[src/rtl/md_pad_encoder_mp.sv]
// md_pad_encoder_mp: multi-port Mega Drive/Genesis 3/6-button pad encoder
// Ports:
//   clk, rst  - system clock, asynchronous active-high reset
//   sel       - per-port select (TH, DB9 pin 7) from console, bit n = port n
//   btn       - active-low buttons, slice n = {md,z,y,x,st,c,b,a,rg,lf,dw,up}
//   mode6     - per-port 1 = 6-button behaviour, 0 = 3-button
//   pins      - registered DB9 data, slice n = {p9,p6,p4,p3,p2,p1}
//   seq_cnt   - per-port select falling-edge count (debug visibility)
module md_pad_encoder_mp #(
  parameter int CHANNELS = 2,
  parameter int CLK_FREQ = 20000000,
  parameter int TIMEOUT_US = 1500,
  parameter int SYNC_STAGES = 2
) (
  input  logic                   clk,
  input  logic                   rst,
  input  logic [CHANNELS-1:0]    sel,
  input  logic [12*CHANNELS-1:0] btn,
  input  logic [CHANNELS-1:0]    mode6,
  output logic [6*CHANNELS-1:0]  pins,
  output logic [3*CHANNELS-1:0]  seq_cnt
);
  localparam int TIMEOUT_CYC = (CLK_FREQ / 1000000) * TIMEOUT_US;
  localparam int TW = $clog2(TIMEOUT_CYC + 1);
  localparam logic [TW-1:0] T_LOAD = TW'(TIMEOUT_CYC);
  for (genvar n = 0; n < CHANNELS; n++) begin : g_ch
    logic [SYNC_STAGES-1:0] sync;
    logic                   s, s_d, edg, fall, timeout;
    logic [TW-1:0]          timer;
    logic [2:0]             cnt;
    logic [11:0]            b;
    logic [5:0]             dec, pins_q;
    assign s       = sync[SYNC_STAGES-1];
    assign edg     = s ^ s_d;
    assign fall    = s_d & ~s;
    // An edge always takes priority over an expiring timer
    assign timeout = (timer == '0) & ~edg;
    assign b       = btn[12*n +: 12];
    // Extended 6-button phases only exist for counts 3 and 4; beyond that the pad
    // falls back to the plain 3-button patterns
    always_comb begin
      dec = (mode6[n] && cnt == 3'd3) ? (s ? {2'b11, b[11], b[8], b[9], b[10]} : {b[7], b[4], 4'b0000}) :
            (mode6[n] && cnt == 3'd4 && !s) ? {b[7], b[4], 4'b1111} :
            s ? {b[6], b[5], b[3], b[2], b[1], b[0]} : {b[7], b[4], 2'b00, b[1], b[0]};
    end
    always_ff @(posedge clk or posedge rst) begin
      if (rst) begin
        sync   <= '1;
        s_d    <= 1'b1;
        timer  <= T_LOAD;
        cnt    <= '0;
        pins_q <= '1;
      end else begin
        sync   <= {sync[SYNC_STAGES-2:0], sel[n]};
        s_d    <= s;
        timer  <= (edg || timer == '0) ? T_LOAD : timer - TW'(1);
        cnt    <= fall ? ((cnt == 3'd7) ? cnt : cnt + 3'd1) : (timeout ? 3'd0 : cnt);
        pins_q <= dec;
      end
    end
    assign pins[6*n +: 6]    = pins_q;
    assign seq_cnt[3*n +: 3] = cnt;
  end
endmodule

[config.mk]
export PLATFORM = sky130hd
export DESIGN_NAME = md_pad_encoder_mp
export DESIGN_NICKNAME = d
export VERILOG_FILES = /design/src/rtl/md_pad_encoder_mp.sv
export SDC_FILE = /design/constraint.sdc
export NUM_CORES = 1
export LEC_CHECK = 0
export ABC_CLOCK_PERIOD_IN_PS = 1990
export CAP_MARGIN = 10
export CORE_ASPECT_RATIO = 0.8
export CORE_UTILIZATION = 30
export DETAILED_ROUTE_END_ITERATION = 16
export PLACE_DENSITY = 0.53
export SLEW_MARGIN = 20
export SYNTH_ARGS = -nofsm -noshare
export SYNTH_HDL_FRONTEND = slang
export SYNTH_SLANG_ARGS = --single-unit
[constraint.sdc]
create_clock -name clk -period 1.99 [get_ports clk]
set_input_delay 0.4975 -clock clk [delete_from_list [all_inputs] [get_ports clk]]
set_output_delay 0.4975 -clock clk [all_outputs]
set_load 0.01 [all_outputs]
==> results of run 1 <==
worst paths after layout:
check,startpoint,end,slack [ns]
worst max-delay path,g_ch[1].timer[7],g_ch[1].cnt[0],0.04
worst min-delay path,g_ch[1].sync[0],g_ch[1].sync[1],0.36
worst max register to register,g_ch[1].timer[7],g_ch[1].cnt[0],0.04
worst min register to register,g_ch[1].sync[0],g_ch[1].sync[1],0.36
max in group asynchronous,rst,g_ch[0].timer[5],1.04
min in group asynchronous,rst,g_ch[0].cnt[2],0.52
cell type report:
cell class / instances / area share
clock buffers: 5 / 0.0202
clock inverters: 3 / 0.00623
inverters: 13 / 0.0143
multi-input cells: 174 / 0.335
flip-flops and latches: 54 / 0.408
well taps: 108 / 0.0396
repair buffers: 65 / 0.177
metal layers:
metal  global-route usage  vias up  wire, µm
met4               0.0303        0        44
met2                0.179       34      2060
met1                0.177      888      2780
li1                     -      974         -
met3               0.0361        8       259
met5                    0        -         0
registers in the layout, summed over array words and instances (netlist names):
register,count
g_ch.pins_q,12
g_ch.timer,30
g_ch.s_d,2
g_ch.cnt,6
g_ch.sync,4
per-stage QoR:
step	TNS, ns	instances	setup slack, ns	total power [mW]	utilization
after global routing	-0.199	422	-0.0646	3.34	0.418
after floorplan	0	246	0.0468	2.04	-
after detailed placement	-0.487	413	-0.0605	2.49	0.405
final	0	422	0.0373	3.09	0.418
after CTS	0	422	0.00326	3.15	0.418
after global placement	-0.174	413	-0.0285	2.48	0.405
cells in the mapped netlist, drive strengths merged (2+ instances only):
| cell | n |
|---|---|
| o21ai | 14 |
| nand4 | 2 |
| dfstp | 32 |
| nor2b | 2 |
| nand2 | 29 |
| ha | 14 |
| xnor2 | 17 |
| nor3b | 4 |
| nand3 | 2 |
| mux2i | 4 |
| or4 | 5 |
| buf | 2 |
| or4b | 3 |
| dfrtp | 22 |
| xor2 | 7 |
| a21oi | 14 |
| nor3 | 4 |
| nor4 | 8 |
| clkbuf | 3 |
| o31ai | 3 |
| a22o | 2 |
| nor2 | 29 |
| inv | 13 |
what timing repair did:
| item | CTS | global route |
|---|---|---|
| cloned | 0 | 0 |
| hold buffers | 0 | 0 |
| setup buffers | 1 | 0 |
| setup endpoints to repair | 11 | 7 |
| pin swaps | 2 | 1 |
| resized for setup | 3 | 0 |
power by group:
group | switching, mW | internal, mW | total, mW
sequential | 0.164 | 1.32 | 1.49
clock | 0.379 | 0.248 | 0.628
combinational | 0.448 | 0.531 | 0.979
cells by family after synthesis:
kind of cell	after synthesis	share of synthesized area
buf+inv	18	0.0293
fa+ha+maj	14	0.0673
mux	5	0.0197
compound gates	36	0.0789
simple gates	95	0.189
xor+xnor	24	0.0808
flops	54	0.535
==> summary.txt, run 1 <==
Outcome
  – Status: completed

Setup path
  – CP Cell Sequence: or4_1 > or4b_4 > nor3b_4 > nor2_1
  – Max stage delay on crit path: 0.58 ns
  – R2R depth: 4
  – Worst path slowest cell: or4_1
  – Crit path max fanout: 3
  – WS Path Type: reg2reg
  – Top Family by Delay on Critical Path: simple AND/OR/NAND/NOR gates
  – Crit path depth: 4
  – CP bufs+invs: 0
  – Arr. time, crit path: 2.15 ns
  – Worst path required time: 2.19 ns
  – Crit. End Element: flop
  – CP Launch Type: flop

Timing
  – Final hold violations: 0
  – Fmax: 0.512 GHz
  – Count of final setup violators: 0
  – Final Skew: 0.00430 ns
  – Pins Over Slew Limit: 0
  – Hold Slack: 0.365 ns
  – RSZ-0062 raised after global routing: true
  – Period Utilization, post-route: 0.981
  – Worst rel slew slack: 0.640
  – Tmin final: 1.95 ns
  – Slew @ Worst Pin: 0.535 ns

Die
  – Die Wd: 106 µm
  – Die area: 9050 µm²
  – Placeable Area: 8160 µm²
  – Row count: 29
  – Die H: 85.3 µm
  – IO Count: 48
  – Initial Util: 0.319

Worst hold path
  – Worst hold stages: 0
  – Hold crit path type: reg2reg

Final layout
  – Most common library cell in the layout ignoring fill and taps: clkdlybuf4s50_1
  – Diode count: 0
  – Filler Cells Inserted: 814
  – Final nets: 357
  – Area of the multi-input gates: 1140 µm²
  – Layout cells sized above 1: 0.220
  – Commonest non-fill, non-tap cells in the layout: clkdlybuf4s50_1, dfstp_2, nor2_1
  – Post-route cell area: 3410 µm²
  – Layout area overhead: 31.2%
  – Register Area: 1390 µm²

Synth
  – Synth top area share: 0.323
  – Synth warn: 0
  – Ranking of synthesized cells by area: dfstp_2, dfrtp_1, ha_1, xnor2_1, nand2_1
  – Asr flop ratio synth: 1.00
  – Post-Syn Instances: 246
  – Syn_nets: 290
  – Synth unique cells: 40
  – Main synth FF type: dfstp_2
  – Largest area contributor in the netlist: dfstp_2
  – Synth Register Bits: 54
  – Mapped Area: 2600 µm²
  – Post-Syn Area per Cell: 10.6 µm²
  – EDFF count, synth: 0
  – Register area share after synthesis: 0.535

Placement
  – HPWL after DPL: 3.79 mm
  – Post-Place Cell Area: 3310 µm²
  – I/O Buffers: 47
  – Placer Congestion: 0.771

GRT
  – Global Route Usage Sum: 0.123
  – Global-route wire length before repair: 8.89 mm
  – Initial antenna violation count: 0
  – Vias in the first global route: 1948
  – Global route overflow: 0
  – Largest net degree at the start of global routing: 36

Power and ir drop
  – Max VDD drop: 0.315 mV
  – Pwr Density: 907 nW/µm²
  – Pleak: 1.38 nW

Detailed routing
  – Total number of vias: 1904
  – Iter 0 DRT Violations: 40
  – DR DRC count: 0
  – Drt first pass iters: 4
  – WL final: 5.14 mm
  – WL per Instance: 12.2 µm
  – Antenna-violating nets left: 0
  – Vias per inst: 4.51

CTS
  – Clock slew at reported path FFs: 0.10 ns
  – Root buffer cell: clkbuf_8
  – Clock latency on the worst-skew pair: 0.31 ns
  – Clk sink count: 54
  – CTS max path bufs: 2
  – H-Tree Level Count: 2
  – CTS tree: done
  – Num CTS Buffers: 5

Run
  – Max Cap Viol: 0
Power figures use the tool's default switching activity.
==> inputs of run 2 (changes only) <==
--- a/config.mk
+++ b/config.mk
@@ -7,10 +7,11 @@
 export LEC_CHECK = 0
 export ABC_CLOCK_PERIOD_IN_PS = 1990
 export CAP_MARGIN = 10
-export CORE_ASPECT_RATIO = 0.8
+export CORE_ASPECT_RATIO = 0.75
 export CORE_UTILIZATION = 30
 export DETAILED_ROUTE_END_ITERATION = 16
 export PLACE_DENSITY = 0.53
+export SKIP_LAST_GASP = 1
 export SLEW_MARGIN = 20
 export SYNTH_ARGS = -nofsm -noshare
 export SYNTH_HDL_FRONTEND = slang
==> run 2 against run 1 <==
Against the previous run: the flow now finishes with violations (negative setup slack); maximum frequency shrank 2.1%; largest cell class unchanged; via count grew 2.2%; non-clock buffer count shrank 2; utilization shrank 0.18 points; routed wire length grew 2.3%; hold slack lost 0.0085 ns; die area is essentially flat; sequential share of layout area shrank 1.1 points; setup slack lost 0.043 ns; critical path type unchanged; combinational power grew 1%; sequential power is essentially flat; sequential cell count is the same.
==> summary.txt, run 2 (synthesis gave the netlist of run 1 again) <==
Power and ir drop
  – Comb pwr share: 0.294 (-0.022)
  – Pwr Density: 962 nW/µm² (+6.1%)
  – Switch Pwr: 1.01 mW (+1.3%)
  – Switching Share: 0.298 (-0.0224)
  – Flop pwr share: 0.442 (-0.039)
  – Cell internal pwr: 2.37 mW (+13%)
  – Pleak: 1.40 nW (+2.1%)
  – Max VDD drop: 0.451 mV (+43%)
  – Clk pwr share: 0.264 (+0.061)

Placement
  – Placer Congestion: 0.749 (-2.9%)
  – Post-Place Cell Area: 3310 µm² (about the same)
  – HPWL after DPL: 4.00 mm (+5.6%)
  – I/O Buffers: 47 (unchanged)

Outcome
  – Status: finished, violations left
  – Failing checks: negative setup slack

CTS
  – Clock latency on the worst-skew pair: 0.29 ns (-0.02 ns)
  – Clk sink count: 54 (unchanged)
  – H-Tree Level Count: 2 (unchanged)
  – Hold-fix buffers, CTS: 0 (unchanged)
  – Num CTS Buffers: 5 (unchanged)
  – CTS max path bufs: 2 (unchanged)
  – Clock slew at reported path FFs: 0.07 ns (-0.03 ns)
  – Root buffer cell: clkbuf_16
  – CTS tree: done

Die
  – Die H: 82.6 µm (-3.1%)
  – Initial Util: 0.309 (-0.00961)
  – IO Count: 48 (unchanged)
  – Die Wd: 110 µm (+3.2%)
  – Die area: 9050 µm² (about the same)
  – Placeable Area: 8420 µm² (+3.1%)
  – Row count: 29 (unchanged)

Worst hold path
  – Hold crit path type: reg2reg

GRT
  – Vias in the first global route: 1843 (-5.4%)
  – Global-route wire length before repair: 8.62 mm (-3.0%)
  – Initial antenna violation count: 0 (unchanged)
  – GR Layer Usage met1: 0.169 (-0.00810)
  – Met2 usage: 0.191 (+0.0117)
  – Top Usage Layer GRT: met2
  – M3 GR Usage: 0.0330 (-0.00313)
  – Global route overflow: 0 (unchanged)
  – Global Route Usage Sum: 0.123 (about the same)
  – Largest net degree at the start of global routing: 23 (-36%)

Final layout
  – Post-route cell area: 3500 µm² (+2.7%)
  – Layout area overhead: 34.7%
  – Commonest non-fill, non-tap cells in the layout: clkdlybuf4s50_1, dfstp_2, nor2_1
  – Largest reg by FF count: g_ch.timer
  – Regs by FF count: g_ch.timer (30), g_ch.pins_q (12), g_ch.cnt (6)
  – Diode count: 0 (unchanged)
  – Most common library cell in the layout ignoring fill and taps: clkdlybuf4s50_1
  – Filler Cells Inserted: 842 (+3.4%)
  – Layout cells sized above 1: 0.228 (+0.00782)
  – Final Core Density: 0.416 (-0.00176)
  – Max FFs per register: 30 (unchanged)
  – Final nets: 355 (-0.56%)

Setup path
  – WS Path Type: reg2reg
  – Worst path required time: 2.16 ns (-0.03 ns)
  – Arr. time, crit path: 2.17 ns (+0.02 ns)
  – Crit path max fanout: 3 (unchanged)
  – Crit. End Element: flop
  – CP Launch Type: flop

Timing
  – Final hold violations: 0 (unchanged)
  – Setup TNS: -0.00551 ns (-0.00551 ns)
  – Count of final setup violators: 1 (+1)
  – Fmax: 0.501 GHz (-2.1%)
  – RSZ-0062 raised after global routing: true
  – Tmin final: 2.00 ns (+0.0428 ns)
  – Fin worst setup slack: -0.00551 ns (-0.0428 ns)
  – Pins Over Slew Limit: 0 (unchanged)
  – Worst rel slew slack: 0.622 (-0.0183)
  – Period Utilization, post-route: 1.00 (+0.0215)
  – Slew @ Worst Pin: 0.563 ns (+0.0273 ns)
  – Final Skew: 0.00514 ns (+0.000844 ns)

Detailed routing
  – Vias per inst: 4.63 (+2.7%)
  – DR DRC count: 0 (unchanged)
  – Antenna-violating nets left: 0 (unchanged)
  – WL per Instance: 12.5 µm (+2.7%)
  – Drt first pass iters: 4 (unchanged)
  – WL final: 5.26 mm (+2.3%)
  – Iter 0 DRT Violations: 81 (+100%)
  – Total number of vias: 1946 (+2.2%)

Run
  – Max Cap Viol: 0 (unchanged)
==> run 2: area by class of cell <==
class | instances | area (µm²) | area share
timing repair buffer | 63 | 616 | 0.176
clock buffer | 6 | 139 | 0.0396
sequential | 54 | 1390 | 0.397
clock inverter | 2 | 16.3 | 0.00464
inverter | 13 | 48.8 | 0.0139
tap | 108 | 135 | 0.0386
multi-input combinational | 174 | 1160 | 0.331
==> run 2: what timing repair did <==
item / CTS / global route
pin swaps: 3 / 1
endpoints found under the hold margin: 0 / 0
setup buffers: 1 / 1
setup endpoints to repair: 11 / 13
resized for setup: 4 / 3
cloned: 0 / 0
==> run 2: per-layer routing <==
layer	part of all wire	wire length [µm]
met3	0.065	343
met2	0.41	2170
met5	0	0
met1	0.51	2700
met4	0.0089	47
==> run 2: metrics by stage <==
stage,setup slack (ns),hold slack (ns),power (mW),instances
floorplan,0.0468,0.345,2.04,246
detailed placement,-0.0600,0.351,2.50,410
CTS,0.000963,0.358,3.42,419
global placement,-0.0158,0.353,2.48,410
finish,-0.00551,0.356,3.37,420
global route,-0.0635,0.355,3.61,420
==> run 2: power by group through the flow <==
stage	Combinational, mW	Sequential (mW)	Clock [mW]
6_report	0.991	1.49	0.889
5_1_grt	1.11	1.52	0.981
3_3_place_gp	0.982	1.50	0
3_5_place_dp	0.991	1.50	0
2_1_floorplan	0.512	1.53	0
4_1_cts	1.00	1.49	0.930
==> run 2: final timing paths <==
path | startpoint | cells after the start | endpoint | slack, ns
setup / recovery | g_ch[1].timer[0] | 6 | g_ch[1].cnt[2] | -0.006
hold / removal | g_ch[0].sync[0] | 0 | g_ch[0].sync[1] | 0.36
setup reg to reg | g_ch[1].timer[0] | 6 | g_ch[1].cnt[2] | -0.006
hold reg to reg | g_ch[0].sync[0] | 0 | g_ch[0].sync[1] | 0.36
max in group asynchronous | rst | 3 | g_ch[1].timer[14] | 0.95
min in group asynchronous | rst | 2 | g_ch[1].timer[0] | 0.52
==> run 2: critical path, cell delays in order, from the launching register on <==
cell	delay, ns
dfrtp_1	0.39
inv_2	0.06
ha_1	0.13
or4b_4	0.45
or4b_4	0.56
nor3b_4	0.23
nor2b_1	0.07
